File: config.mk
export PLATFORM = sky130hd
export DESIGN_NAME = heichips25_cryo_counter
export DESIGN_NICKNAME = d
export VERILOG_FILES = /design/src/rtl/heichips25_cryo_counter.sv
export SDC_FILE = /design/constraint.sdc
export NUM_CORES = 1
export LEC_CHECK = 0
export ABC_CLOCK_PERIOD_IN_PS = 9000
export CAP_MARGIN = 20
export CORE_MARGIN = 5
export CORE_UTILIZATION = 30
export DETAILED_ROUTE_END_ITERATION = 7
export GPL_ROUTABILITY_DRIVEN = 0
export SLEW_MARGIN = 40
export SYNTH_ARGS = -nofsm -noshare
export SYNTH_HDL_FRONTEND = slang
export SYNTH_SLANG_ARGS = --single-unit
File: constraint.sdc
create_clock -name clk -period 9 [get_ports clk]
set_input_delay 1.8 -clock clk [delete_from_list [all_inputs] [get_ports clk]]
set_output_delay 1.8 -clock clk [all_outputs]
set_load 0.02 [all_outputs]
File: src/rtl/heichips25_cryo_counter.sv
// Multi-channel gated rising-edge counter with shadow result registers and byte-wise readout.
// Channel inputs and the start bit are synchronised; select inputs are sampled raw.
module heichips25_cryo_counter #(
  parameter int NUM_CH      = 2,
  parameter int CNT_WIDTH   = 16,
  parameter int GATE_WIDTH  = 16,
  parameter int SYNC_STAGES = 2
) (
  input  logic       clk,
  input  logic       rst_n,
  input  logic       ena,
  input  logic [7:0] ui_in,
  output logic [7:0] uo_out,
  input  logic [7:0] uio_in,
  output logic [7:0] uio_out,
  output logic [7:0] uio_oe,
  input  logic       iout
);

  localparam int NIN = NUM_CH + 1;
  localparam int SI  = NUM_CH;

  typedef enum logic [1:0] {
    ST_IDLE  = 2'd0,
    ST_ARM   = 2'd1,
    ST_COUNT = 2'd2,
    ST_DONE  = 2'd3
  } state_t;

  state_t                  r_state;
  state_t                  w_state_nxt;
  logic [NIN-1:0]          w_raw;
  logic [NIN-1:0]          r_sync [SYNC_STAGES];
  logic [NIN-1:0]          r_sync_d;
  logic [NIN-1:0]          w_pulse;
  logic [NUM_CH-1:0]       w_edge;
  logic                    w_start;
  logic                    w_last;
  logic [1:0]              r_exp;
  logic [GATE_WIDTH-1:0]   r_gate;
  logic [CNT_WIDTH-1:0]    r_cnt     [NUM_CH];
  logic [CNT_WIDTH-1:0]    w_cnt_nxt [NUM_CH];
  logic [CNT_WIDTH-1:0]    r_res     [NUM_CH];
  logic [NUM_CH-1:0]       r_ovf;
  logic [NUM_CH-1:0]       w_ovf_nxt;
  logic [NUM_CH-1:0]       r_res_ovf;
  logic [2:0]              w_c;
  logic [1:0]              w_b;
  logic [23:0]             w_sel_cnt;
  logic                    w_sel_ovf;
  logic                    w_sel_valid;
  logic [7:0]              w_byte;
  logic [7:0]              r_uo;
  logic                    r_busy;
  logic                    r_done;
  logic                    r_any_ovf;
  logic                    w_unused;

  // Last gate-counter value for a window of 256 << (2*E) cycles.
  function automatic logic [GATE_WIDTH-1:0] gate_last(input logic [1:0] e);
    gate_last = (GATE_WIDTH'(9'd256) << {e, 1'b0}) - GATE_WIDTH'(1'b1);
  endfunction

  // Gather the asynchronous inputs: channels first, start bit on top.
  always_comb begin
    w_raw    = '0;
    w_raw[0] = iout;
    for (int n = 1; n < NUM_CH; n++) w_raw[n] = uio_in[n-1];
    w_raw[SI] = ui_in[0];
  end

  // Synchroniser chain plus delayed copy for edge detection.
  always_ff @(posedge clk or negedge rst_n) begin
    if (!rst_n) begin
      for (int s = 0; s < SYNC_STAGES; s++) r_sync[s] <= '0;
      r_sync_d <= '0;
    end else begin
      r_sync[0] <= w_raw;
      for (int s = 1; s < SYNC_STAGES; s++) r_sync[s] <= r_sync[s-1];
      r_sync_d <= r_sync[SYNC_STAGES-1];
    end
  end

  assign w_pulse = r_sync[SYNC_STAGES-1] & ~r_sync_d;
  assign w_edge  = w_pulse[NUM_CH-1:0];
  assign w_start = w_pulse[SI];
  assign w_last  = (r_state == ST_COUNT) && (r_gate == '0);

  // Next-state logic; starts seen while armed or counting are dropped.
  always_comb begin
    w_state_nxt = r_state;
    case (r_state)
      ST_IDLE, ST_DONE: begin
        if (w_start) w_state_nxt = ST_ARM;
        else         w_state_nxt = r_state;
      end
      ST_ARM:   w_state_nxt = ST_COUNT;
      ST_COUNT: begin
        if (r_gate == '0) w_state_nxt = ST_DONE;
        else              w_state_nxt = ST_COUNT;
      end
      default:  w_state_nxt = ST_IDLE;
    endcase
  end

  // Saturating increment per channel; an edge at all-ones flags overflow.
  always_comb begin
    w_ovf_nxt = r_ovf;
    for (int ch = 0; ch < NUM_CH; ch++) begin
      w_cnt_nxt[ch] = r_cnt[ch];
      if (w_edge[ch] && (r_cnt[ch] == {CNT_WIDTH{1'b1}})) begin
        w_cnt_nxt[ch] = r_cnt[ch];
        w_ovf_nxt[ch] = 1'b1;
      end else if (w_edge[ch]) begin
        w_cnt_nxt[ch] = r_cnt[ch] + CNT_WIDTH'(1'b1);
        w_ovf_nxt[ch] = r_ovf[ch];
      end else begin
        w_cnt_nxt[ch] = r_cnt[ch];
        w_ovf_nxt[ch] = r_ovf[ch];
      end
    end
  end

  // Measurement state, live counters and result shadow registers.
  always_ff @(posedge clk or negedge rst_n) begin
    if (!rst_n) begin
      r_state   <= ST_IDLE;
      r_exp     <= 2'd0;
      r_gate    <= '0;
      r_ovf     <= '0;
      r_res_ovf <= '0;
      r_any_ovf <= 1'b0;
      for (int ch = 0; ch < NUM_CH; ch++) begin
        r_cnt[ch] <= '0;
        r_res[ch] <= '0;
      end
    end else begin
      r_state <= w_state_nxt;
      case (r_state)
        ST_IDLE, ST_DONE: begin
          if (w_start) r_exp <= ui_in[7:6];
        end
        ST_ARM: begin
          r_gate <= gate_last(r_exp);
          r_ovf  <= '0;
          for (int ch = 0; ch < NUM_CH; ch++) r_cnt[ch] <= '0;
        end
        ST_COUNT: begin
          r_gate <= r_gate - GATE_WIDTH'(1'b1);
          r_ovf  <= w_ovf_nxt;
          for (int ch = 0; ch < NUM_CH; ch++) r_cnt[ch] <= w_cnt_nxt[ch];
          if (w_last) begin
            r_res_ovf <= w_ovf_nxt;
            r_any_ovf <= |w_ovf_nxt;
            for (int ch = 0; ch < NUM_CH; ch++) r_res[ch] <= w_cnt_nxt[ch];
          end
        end
        default: r_state <= ST_IDLE;
      endcase
    end
  end

  assign w_c         = ui_in[3:1];
  assign w_b         = ui_in[5:4];
  assign w_sel_valid = ({1'b0, w_c} < 4'(NUM_CH));

  // Readout mux: channel select by masking, zero-filled above the counter width.
  always_comb begin
    w_sel_cnt = 24'h000000;
    w_sel_ovf = 1'b0;
    for (int ch = 0; ch < NUM_CH; ch++) begin
      w_sel_cnt = w_sel_cnt | ({24{w_c == 3'(ch)}} & 24'(r_res[ch]));
      w_sel_ovf = w_sel_ovf | ((w_c == 3'(ch)) & r_res_ovf[ch]);
    end
    case (w_b)
      2'd0:    w_byte = w_sel_cnt[7:0];
      2'd1:    w_byte = w_sel_cnt[15:8];
      2'd2:    w_byte = w_sel_cnt[23:16];
      2'd3:    w_byte = w_sel_valid ? {w_sel_ovf, 5'b00000, r_state} : 8'h00;
      default: w_byte = 8'h00;
    endcase
  end

  // Output registers; busy/done follow the next state so they align with r_state.
  always_ff @(posedge clk or negedge rst_n) begin
    if (!rst_n) begin
      r_uo   <= 8'h00;
      r_busy <= 1'b0;
      r_done <= 1'b0;
    end else begin
      r_uo   <= w_byte;
      r_busy <= (w_state_nxt == ST_ARM) || (w_state_nxt == ST_COUNT);
      r_done <= (w_state_nxt == ST_DONE);
    end
  end

  assign uo_out   = r_uo;
  assign uio_out  = {r_busy, r_done, r_any_ovf, r_sync[SYNC_STAGES-1][0], 4'h0};
  assign uio_oe   = 8'hF0;
  assign w_unused = &{1'b0, ena, uio_in};

endmodule

# After elaboration in Yosys (flattened, before gate mapping)
# Cells that the tools add are included.
dict set report totals {
  ff_bits 108
  in_bits 20
  wordCells 69
}
dict set report op_classes {
  add_sub_neg 4
  n_lt_le_gt_ge 1
  eq_ne 12
  shift 1
  mux 14
  n_bitwise 8
  reduce_logical 13
}
# operator count
set ops {}
lappend ops {{$mux 16} 4}
lappend ops {{$pmux 32 s2} 1}
lappend ops {{$and 24x16->24} 2}
lappend ops {{$add 16x1->16 const B} 2}
lappend ops {{$eq 16x16->1 const B} 2}
lappend ops {{$pmux 16 s2} 1}
lappend ops {{$pmux 8 s4} 1}
lappend ops {{$sub 16x1->16 const B} 2}
lappend ops {{$or 24x24->24} 1}
lappend ops {{$logic_not 16->1} 1}
lappend ops {{$shl 9x3->16 const A} 1}
lappend ops {{$eq 2x2->1 const B} 6}
lappend ops {{$mux 8} 1}
lappend ops {{$eq 2x1->1 const B} 3}
lappend ops {{$pmux 2 s3} 1}
lappend ops {{$logic_not 2->1} 2}
lappend ops {{$pmux 2 s2} 1}
lappend ops {{$reduce_and 2->1} 2}
lappend ops {{$reduce_or 2->1} 2}
lappend ops {{$and 3x3->3} 1}
lappend ops {{$eq 3x1->1 const B} 1}
lappend ops {{$logic_and 1x1->1} 3}
lappend ops {{$logic_not 3->1} 1}
lappend ops {{$lt 3x2->1 const B} 1}
lappend ops {{7 further kinds} 10}

# Longest topological paths before layout
dict set report logic_depth {
  ltp_word 6
  depth_mapped 13
}

# Worst setup path after synthesis
# Ideal clock, no wire load.
dict set report synth_path {
  path_type {reg-to-reg}
  startpoint {register r_state[0]}
  endpoint {register r_gate[8]}
  setup_ns 0.138
  arrival_ns 2.793
  path_slack_ns 6.070
  stages_incl_launch_ff 14
  n_path_buf 4
  synth_period_minus_slack_ns 2.930
  path_cell_list {dfrtp_1 inv_1 ha_1 buf_2 clkbuf_1 buf_1 clkbuf_1 nand2_1 ha_1 a2bb2oi_1 o221ai_1 nor2_1 o311ai_0 a31oi_1}
}
dict set report synth_between {
  elab_chain_len 2
  word_cells_on_any_way 4
}
# element line
set synth_rtl {}
lappend synth_rtl {{from (decl)} 30} ;# state_t r_state;
lappend synth_rtl {{from (signal assigned)} 138} ;# r_state <= w_state_nxt;
lappend synth_rtl {{$eq 2x2->1 / $eq 2x1->1 (equally long branches)} 139} ;# case (r_state)
lappend synth_rtl {{$pmux 16 s2 / $reduce_bool 2->1 (equally long branches)} -}
lappend synth_rtl {{to (signal assigned)} 144} ;# r_gate <= gate_last(r_exp);
lappend synth_rtl {{to (signal assigned)} 149} ;# r_gate <= r_gate - GATE_WIDTH'(1'b1);
lappend synth_rtl {{to (decl)} 40} ;# logic [GATE_WIDTH-1:0] r_gate;
# Several ways; a longest one is shown, not always the timed one.
# A chain may end at the register's enable or synchronous reset.

# Final worst setup path
dict set report layout_path {
  startpoint {input port ui_in[1]}
  endpoint {register r_uo[7], in the netlist uo_out[7]}
}
dict set report layout_between {
  elab_chain_len 5
  word_cells_on_any_way 11
}
# element line
set layout_rtl {}
lappend layout_rtl {{from (decl)} 12} ;# input logic [7:0] ui_in,
lappend layout_rtl {{$eq 3x1->1 / $logic_not 3->1 (equally long branches)} {172, 173}}
lappend layout_rtl {{$and 1x1->1} 173} ;# w_sel_ovf = w_sel_ovf | ((w_c == 3'(ch)) & r_res_ovf[ch]);
lappend layout_rtl {{$or 1x1->1} 173}
lappend layout_rtl {{$mux 8} 179} ;# 2'd3: w_byte = w_sel_valid ? {w_sel_ovf, 5'b00000, r_state} : 8'h00;
lappend layout_rtl {{$pmux 8 s4 *} 175} ;# case (w_b)
lappend layout_rtl {{net w_byte[7]} 52} ;# logic [7:0] w_byte;
lappend layout_rtl {{to (signal assigned)} 191} ;# r_uo <= w_byte;
lappend layout_rtl {{to (decl)} 53} ;# logic [7:0] r_uo;
# Mark *: on every way through the listed nets, which the timed path passes. The rest lies on a longest branch.

==> results.sh <==
export IMPL_top_layer="met4"
export IMPL_synth_top_cell_area_share=0.457
export IMPL_place_area_mm2=0.00624
export IMPL_ys_flop_type="dfrtp_1"
export IMPL_grt_max_degree=66
export IMPL_ys_types=61
export IMPL_worstMarginPinSlew_ps=755
export IMPL_synthCells=644
export IMPL_relSlewSlack=0.497
export IMPL_htreeDepth=3
export IMPL_p_per_area_mw_per_mm2=211
export IMPL_slowest_stage="clkdlybuf4s50_1"
export IMPL_cts_sinks=108
export IMPL_multi_input_area_mm2=0.00291
export IMPL_area_delta_synth_final_pct=10.8
export IMPL_cts_resized=0
export IMPL_synth_area_leaders="dfrtp_1 (46%), nand2_1 (6.2%), o21ai_0 (3.9%), nor2_1 (2.9%), nand3_1 (2.8%)"
export IMPL_slew_viol_final=0
export IMPL_ios=44
export IMPL_path_cells="clkdlybuf4s50_1 > mux4_2 > nor2b_1 > a31oi_1 > nor3_1"
export IMPL_path_buf_inv=1
export IMPL_synth_edf_count=0
export IMPL_m1WireLength_um=6590
export IMPL_core_mm2=0.0195
export IMPL_path_clk_slew_ps=80
export IMPL_cts_buffer_depth=2
export IMPL_clk_latency_ps=350
export IMPL_num_rows=51
export IMPL_fin_worst_skew_ps=10.7
export IMPL_grt_usage=0.127
export IMPL_dr_pass1_iters=5
export IMPL_fin_area_mm2=0.00655
export IMPL_drv_cap=0
export IMPL_dp_hpwl_um=9510
export IMPL_wl_met2_um=6470
export IMPL_reg2reg_slack_ps=6000
export IMPL_vdd_ir_drop_worst_uv=104
export IMPL_fmax_mhz=294
export IMPL_criticalPathCategory="input port to flip-flop"
export IMPL_vias=4656
export IMPL_layout_min_cycle_time_ps=3400
export IMPL_syn_cell_area_mm2=0.00591
export IMPL_rsz0062_at_grt="false"
export IMPL_dieHeight_um=150
export IMPL_nets=658
export IMPL_grt_pass1_wl_um=22700
export IMPL_io_buffer_count=23
export IMPL_drive_above_1_share=0.0676
export IMPL_status="completed"
export IMPL_synth_seq_area_share=0.457
export IMPL_grt_pass1_vias=4330
export IMPL_cts_tree="built"
export IMPL_antenna_cells=0
export IMPL_grt_overflow_total=0
export IMPL_synth_warnings=0
export IMPL_start_kind="input port"
export IMPL_antenna_found_initial=0
export IMPL_drt_vias_per_instance=5.17
export IMPL_path_max_fanout=11
export IMPL_critPathCaptureType="flip-flop"
export IMPL_postCtsHoldBufs=0
export IMPL_hold_path_class="flip-flop to flip-flop"
export IMPL_seqCellArea_mm2=0.00270
export IMPL_final_common_cell="dfrtp_1"
export IMPL_drc=0
export IMPL_dieWidth_um=150
export IMPL_ant_nets=0
export IMPL_numCtsBuffers=9
export IMPL_cpPeakStageDelay_ps=910
export IMPL_drtIter0Drc=452
export IMPL_start_util=0.304
export IMPL_synth_area_leader_cell="dfrtp_1"
export IMPL_cts_root_buf="clkbuf_16"
export IMPL_post_cts_buffers=0
export IMPL_fillCellCount=2012
export IMPL_setup_tns_ps=0
export IMPL_design_die_area_mm2=0.0226
export IMPL_routed_wirelength_um=14000
export IMPL_hold_viol=0
export IMPL_synth_area_per_cell_um2=9.18
export IMPL_leakagePower_nw=2.63
export IMPL_synthArstFlopShare=1.00
export IMPL_critPathRequiredTime_ps=9250
export IMPL_min_period_over_period=0.377
export IMPL_wl_per_cell_um=15.5
export IMPL_synth_seq_cells=108
export IMPL_cp_top_family="buffers and inverters"
export IMPL_finalSetupViolCount=0
export IMPL_crit_arrival_ps=3640
export IMPL_wl_met3_um=649
export IMPL_power_mw=1.38
export IMPL_final_cell_mix="dfrtp_1 (108), nand2_1 (97), o21ai_0 (46), nor2_1 (46), nand3_1 (33)"
-- path summary, 6_finish.rpt --
kind	from	endpoint	cells after the start
setup / recovery	ui_in[1]	uo_out[7]	5
hold / removal	r_sync[4]	r_sync[1]	0
setup reg to reg	r_state[0]	r_gate[8]	10
min in group asynchronous	rst_n	r_cnt[17]	1
max in group asynchronous	rst_n	r_state[0]	2
hold reg to reg	r_sync[4]	r_sync[1]	0
-- cell type report --
| type | instances | share of cell area |
|---|---|---|
| clock buffer | 10 | 0.0365 |
| tap | 265 | 0.0506 |
| timing repair buffer | 27 | 0.0399 |
| clock inverter | 5 | 0.0103 |
| sequential | 108 | 0.412 |
| multi-input combinational | 474 | 0.443 |
| inverter | 12 | 0.00687 |
-- synthesized netlist by cell type (all sizes together), types with 3 or more instances --
cell	instances
ha	6
mux2i	6
nor2	46
buf	34
or3	5
and4	8
mux2	6
o211ai	8
clkbuf	26
a221o	7
dfrtp	108
a21oi	26
nand3	33
xor2	12
o21ai	47
o311ai	14
and2	8
inv	11
a31oi	13
and3	8
nand4	15
o31ai	3
nor4b	3
xnor2	15
a211oi	8
mux4	6
nor4	7
o32ai	3
nor2b	10
a21o	3
nor3	8
nand2	98
-- sequential cells by signal, indices dropped and copies added, names as in the netlist --
| name | cells |
|---|---|
| r_res | 32 |
| r_ovf | 2 |
| r_exp | 2 |
| r_state | 2 |
| r_cnt | 32 |
| r_gate | 16 |
| r_any_ovf | 1 |
| uio_out | 1 |
| r_sync | 5 |
| r_sync_d | 3 |
| uo_out | 8 |
| r_res_ovf | 2 |
| r_busy | 1 |
| r_done | 1 |
-- per-layer routing --
layer,up-vias,track usage
met5,-,0
met4,0,0.0489
met3,13,0.0220
met2,100,0.202
met1,2260,0.173
li1,2283,-
-- where the power goes --
| part | internal, mW | leakage, nW | total, mW | switching [mW] |
|---|---|---|---|---|
| Combinational | 0.143 | 1.05 | 0.305 | 0.163 |
| Clock | 0.226 | 0.151 | 0.415 | 0.189 |
| Sequential | 0.560 | 1.43 | 0.664 | 0.104 |
-- per-stage QoR --
step	utilization	hold slack (ps)	std cells	setup WS [ps]
after floorplan	-	331	654	6070
after global placement	0.321	333	886	5210
after detailed placement	0.321	336	886	5210
after CTS	0.336	354	901	5600
after global routing	0.337	359	901	5490
final	0.337	351	901	5600
-- kinds of logic (layout without fill, tap and decap cells) --
| logic type | count (synthesis) | in the layout | share of synthesized area |
|---|---|---|---|
| muxes | 18 | 18 | 0.0444 |
| xor gates and xnor gates | 27 | 27 | 0.0400 |
| other | 2 | 12 | 0.00127 |
| DFF | 108 | 108 | 0.457 |
| and+or+nand+nor | 261 | 261 | 0.216 |
| buffers and inverters | 72 | 54 | 0.0590 |
| AOI/OAI and AO/OA | 150 | 150 | 0.169 |
| adders and majority gates | 6 | 6 | 0.0127 |
Note: power is estimated with default switching activity, not from simulation.
